==> config.mk <==
export PLATFORM = sky130hd
export DESIGN_NAME = apb_requester
export DESIGN_NICKNAME = d
export VERILOG_FILES = /design/src/rtl/apb_requester.sv
export SDC_FILE = /design/constraint.sdc
export NUM_CORES = 1
export LEC_CHECK = 0
export BUFFER_PORTS_ARGS = -buffer_cell sky130_fd_sc_hd__buf_4
export CAP_MARGIN = 20
export CELL_PAD_IN_SITES_DETAIL_PLACEMENT = 0
export CELL_PAD_IN_SITES_GLOBAL_PLACEMENT = 1
export CORE_MARGIN = 3
export CORE_UTILIZATION = 35
export CTS_CLUSTER_SIZE = 40
export DETAILED_ROUTE_END_ITERATION = 12
export GPL_ROUTABILITY_DRIVEN = 1
export PLACE_DENSITY_LB_ADDON = 0.1
export RECOVER_POWER = 25
export SLEW_MARGIN = 10
export SYNTH_ARGS = -nofsm -noshare
export SYNTH_HDL_FRONTEND = slang
export SYNTH_SLANG_ARGS = --single-unit
==> constraint.sdc <==
create_clock -name pclk -period 2.7 [get_ports pclk]
set_clock_uncertainty 0.05 [all_clocks]
set_input_delay 0.54 -clock pclk [delete_from_list [all_inputs] [get_ports pclk]]
set_output_delay 0.54 -clock pclk [all_outputs]
set_load 0.03 [all_outputs]
==> src/rtl/apb_requester.sv <==
// APB4 requester: one transfer at a time from a valid/ready request channel,
// with byte strobes, protection bits, wait-state timeout and held response.
module apb_requester #(
  parameter int ADDR_WIDTH     = 10,
  parameter int DATA_WIDTH     = 32,
  parameter int TIMEOUT_CYCLES = 16
) (
  input  logic                    pclk,
  input  logic                    presetn,
  input  logic                    req_valid,
  output logic                    req_ready,
  input  logic [ADDR_WIDTH-1:0]   req_addr,
  input  logic                    req_write,
  input  logic [DATA_WIDTH-1:0]   req_wdata,
  input  logic [DATA_WIDTH/8-1:0] req_strb,
  input  logic [2:0]              req_prot,
  output logic                    rsp_valid,
  input  logic                    rsp_ready,
  output logic [DATA_WIDTH-1:0]   rsp_rdata,
  output logic                    rsp_slverr,
  output logic                    rsp_timeout,
  output logic                    psel,
  output logic                    penable,
  output logic                    pwrite,
  output logic [ADDR_WIDTH-1:0]   paddr,
  output logic [DATA_WIDTH-1:0]   pwdata,
  output logic [DATA_WIDTH/8-1:0] pstrb,
  output logic [2:0]              pprot,
  input  logic                    pready,
  input  logic                    pslverr,
  input  logic [DATA_WIDTH-1:0]   prdata
);

  localparam int STRB_WIDTH = DATA_WIDTH / 8;
  localparam int CW =
    (TIMEOUT_CYCLES > 0) ? $clog2(TIMEOUT_CYCLES + 1) : 1;
  localparam bit TO_EN = (TIMEOUT_CYCLES > 0);
  localparam logic [CW-1:0] TO_LIM = CW'(TIMEOUT_CYCLES);
  localparam logic [CW-1:0] CNT_MAX = {CW{1'b1}};

  typedef enum logic [1:0] {
    IDLE, SETUP, ACCESS, RESP
  } state_t;

  state_t                  state_q, state_d;
  logic [ADDR_WIDTH-1:0]   paddr_q, paddr_d;
  logic                    pwrite_q, pwrite_d;
  logic [DATA_WIDTH-1:0]   pwdata_q, pwdata_d;
  logic [STRB_WIDTH-1:0]   pstrb_q, pstrb_d;
  logic [2:0]              pprot_q, pprot_d;
  logic [CW-1:0]           cnt_q, cnt_d;
  logic [CW-1:0]           cnt_inc;
  logic [DATA_WIDTH-1:0]   rdata_q, rdata_d;
  logic                    slverr_q, slverr_d;
  logic                    tout_q, tout_d;

  assign cnt_inc = (cnt_q == CNT_MAX) ? cnt_q : cnt_q + 1'b1;

  always_comb begin
    state_d  = state_q;
    paddr_d  = paddr_q;
    pwrite_d = pwrite_q;
    pwdata_d = pwdata_q;
    pstrb_d  = pstrb_q;
    pprot_d  = pprot_q;
    cnt_d    = cnt_q;
    rdata_d  = rdata_q;
    slverr_d = slverr_q;
    tout_d   = tout_q;
    unique case (state_q)
      IDLE: begin
        if (req_valid) begin
          paddr_d  = req_addr;
          pwrite_d = req_write;
          pwdata_d = req_wdata;
          pstrb_d  = req_write ? req_strb : '0;
          pprot_d  = req_prot;
          state_d  = SETUP;
        end
      end
      SETUP: begin
        cnt_d   = '0;
        state_d = ACCESS;
      end
      ACCESS: begin
        // a completion on the last permitted cycle beats the timeout
        if (pready) begin
          slverr_d = pslverr;
          rdata_d  = pwrite_q ? '0 : prdata;
          tout_d   = 1'b0;
          state_d  = RESP;
        end else begin
          cnt_d = cnt_inc;
          if (TO_EN && (cnt_inc == TO_LIM)) begin
            slverr_d = 1'b1;
            tout_d   = 1'b1;
            rdata_d  = '0;
            state_d  = RESP;
          end
        end
      end
      RESP: begin
        if (rsp_ready) state_d = IDLE;
      end
      default: state_d = IDLE;
    endcase
  end

  always_ff @(posedge pclk or negedge presetn) begin
    if (!presetn) begin
      state_q  <= IDLE;
      paddr_q  <= '0;
      pwrite_q <= 1'b0;
      pwdata_q <= '0;
      pstrb_q  <= '0;
      pprot_q  <= '0;
      cnt_q    <= '0;
      rdata_q  <= '0;
      slverr_q <= 1'b0;
      tout_q   <= 1'b0;
    end else begin
      state_q  <= state_d;
      paddr_q  <= paddr_d;
      pwrite_q <= pwrite_d;
      pwdata_q <= pwdata_d;
      pstrb_q  <= pstrb_d;
      pprot_q  <= pprot_d;
      cnt_q    <= cnt_d;
      rdata_q  <= rdata_d;
      slverr_q <= slverr_d;
      tout_q   <= tout_d;
    end
  end

  assign req_ready   = (state_q == IDLE);
  assign psel        = (state_q == SETUP) || (state_q == ACCESS);
  assign penable     = (state_q == ACCESS);
  assign rsp_valid   = (state_q == RESP);
  assign rsp_rdata   = rdata_q;
  assign rsp_slverr  = slverr_q;
  assign rsp_timeout = tout_q;
  assign paddr       = paddr_q;
  assign pwrite      = pwrite_q;
  assign pwdata      = pwdata_q;
  assign pstrb       = pstrb_q;
  assign pprot       = pprot_q;

endmodule
==> flow_metrics.tcl <==
set metrics [dict create \
    status "finished with violations" \
    power_mw 6.96 \
    mappedNetlistNets 341 \
    dp_worst_setup_slack_ns 0.542 \
    rows 36 \
    clockRootBuffer "clkbuf_8" \
    ir_drop_v 0.000601 \
    ff_latch_area_sq_mm 0.00228 \
    syn_area_per_cell_sq_um 14.3 \
    drv_cap 1 \
    die_w_um 107 \
    cts_buffers 9 \
    synth_cell_types 28 \
    hold_class "in2reg" \
    first_pass_iters 4 \
    fin_crit_ns 2.20 \
    final_cells 563 \
    grt.overflow.total 0 \
    worst_pin_slew_ns 1.57 \
    place_inst 548 \
    synth-edff-count 0 \
    gp_congestion 0.796 \
    drive_gt1_frac 0.560 \
    grt_antenna_before_repair 0 \
    wl_per_cell_um 15.5 \
    slew_headroom -0.0483 \
    synth_ff_type "dfrtp_1" \
    hold_viol_final 0 \
    synth_most_common_cell "dfrtp_1" \
    timing.setup.tns_ns 0 \
    setup_slack_ns 0.496 \
    portBuffers 175 \
    diodes 0 \
    async_flop_share 1.00 \
    routed_wl_mm 8.75 \
    grtUsageTotal 0.152 \
    crit_type "reg2reg" \
    fp.dieH_um 107 \
    clock_sinks 91 \
    yosys.area.top_type "dfrtp_1" \
    nFillCells 868 \
    cp.required_ns 2.93 \
    ctsResizeCount 0 \
    setup_viol 0 \
    postRouteAntennaNets 0 \
    multi_input_area_sq_mm 0.00117 \
    drc 0 \
    tritoncts "done" \
    violations "capacitance limit, slew limit" \
    crit_fanout 33 \
    power.leakage_nw 2.64 \
    htree_levels 3 \
    ys_top_cells_by_count "dfrtp_1 (91), mux2_2 (47), a22o_1 (33), nand2_1 (15), o21ai_0 (9)" \
    grt_pass1_wl_mm 13.5 \
    clkTransAtPathRegs_ns 0.08 \
    viasPerCell 4.70 \
    fmax_mhz 454 \
    fin_crit_sh 0.816 \
    start_util 0.361 \
    nNetsFinal 519 \
    yosys-top-cells-area "dfrtp_1 (64%), mux2_2 (15%), a22o_1 (8.1%)" \
    grt_max_degree 55 \
    arrival_ns 2.43 \
    synth-seq-cells 91 \
    clk_latency_ns 0.34 \
    dp_hpwl_mm 6.37 \
    core_area_sq_mm 0.00982 \
    grt_pass1_vias 2709 \
    finalMaxSlewViolations 28 \
    fin_hold_ws_ns 0.367 \
    clockBufferDepth 2 \
    io_pins 176 \
    drtIter0Drc 143 \
    worst_setup_path_start_kind "flip-flop" \
    vias 2648 \
    power_density_mw_per_mm2 1330 \
    ys_seq_area_frac 0.642 \
    synth_top_cell_area_share 0.642 \
    synthToLayoutAreaGrowth_pct 47.2 \
    holdBufCountCts 0 \
    cts_setup_buffers 0 \
    die_area_sq_mm 0.0114 \
    rsz0062_at_grt "no" \
    syn_inst 248 \
    cp-end-kind "flip-flop" \
    syn_area_sq_mm 0.00355 \
    synth_warnings 0 \
]
==> cell usage in the layout, fill, tap and decap left out, types with 2 or more instances in the layout <==
master | synthesis | final
o21ai_0 | 9 | 9
and3_1 | 2 | 2
a211oi_1 | 2 | 2
dfrtp_1 | 91 | 91
ha_1 | 5 | 5
buf_12 | 0 | 2
nand3b_1 | 2 | 2
bufinv_16 | 0 | 2
clkbuf_1 | 8 | 4
mux2_2 | 47 | 47
a21oi_1 | 6 | 6
nand2_1 | 15 | 14
a22o_1 | 33 | 33
nor2b_1 | 2 | 2
inv_1 | 8 | 8
clkbuf_8 | 0 | 10
buf_4 | 0 | 177
==> stage by stage <==
step	area, sq um	utilization
finish	5220	0.532
global placement	5020	0.511
global route	5220	0.532
detailed placement	5020	0.511
floorplan	3550	-
CTS	5230	0.532
==> path summary, 6_finish.rpt <==
path	start	to	slack, ns	cells after the start
setup / recovery	cnt_q[0]$_DFFE_PN0P_	rsp_rdata[10]$_DFFE_PN0P_	0.50	7
hold / removal	prdata[8]	rsp_rdata[8]$_DFFE_PN0P_	0.37	2
setup reg to reg	cnt_q[0]$_DFFE_PN0P_	rsp_rdata[10]$_DFFE_PN0P_	0.50	7
hold reg to reg	pstrb[1]$_DFFE_PN0P_	pstrb[1]$_DFFE_PN0P_	0.44	2
max in group asynchronous	presetn	pwdata[15]$_DFFE_PN0P_	0.98	2
min in group asynchronous	presetn	rsp_rdata[23]$_DFFE_PN0P_	0.53	1
==> registers in the layout, summed over array words and instances, names as in the netlist <==
signal and flops:
pprot 3, rsp_slverr 1, pstrb 4, paddr 10, rsp_rdata 32, pwrite 1
state_q 2, pwdata 32, cnt_q 5, rsp_timeout 1
==> layout make-up <==
class | count | area share
Sequential cell | 91 | 0.436
Timing Repair Buffer | 180 | 0.263
Inverter | 8 | 0.00575
Clock buffer | 13 | 0.0285
Tap cell | 133 | 0.0319
Multi-Input combinational cell | 136 | 0.224
Clock inverter | 2 | 0.0115
==> kinds of logic (layout without fill, tap and decap cells) <==
family,count (synthesis),in the layout,synth area share
flip-flops,91,91,0.642
AO/OA/AOI/OAI,54,54,0.116
XOR/XNOR,1,1,0.00247
buffers and inverters,21,203,0.0310
multiplexers,48,48,0.152
AND/OR/NAND/NOR,28,28,0.0395
adder cells (fa/ha/maj),5,5,0.0176
==> per-layer routing <==
layer	wire, um	global-route usage	vias to the layer above
met2	3930	0.226	119
met4	187	0.0758	0
li1	-	-	1246
met5	0	0	-
met1	3630	0.193	1270
met3	1000	0.0608	13
==> critical path, cell delays in order (launching register included) <==
cell     delay [ns]
dfrtp_1        0.46
ha_1           0.30
and3_1         0.23
and4_1         0.20
o21ai_1        0.22
a21bo_1        0.14
buf_4          0.32
a22o_1         0.20
==> power breakdown <==
group | switching [mW] | total, mW | leakage [nW] | internal [mW]
registers | 0.344 | 2.34 | 1.13 | 2.00
clock network | 0.438 | 0.982 | 0.104 | 0.544
logic | 2.11 | 3.64 | 1.40 | 1.53
total | 2.89 | 6.96 | 2.64 | 4.07
Note: power is estimated with default switching activity, not from simulation.
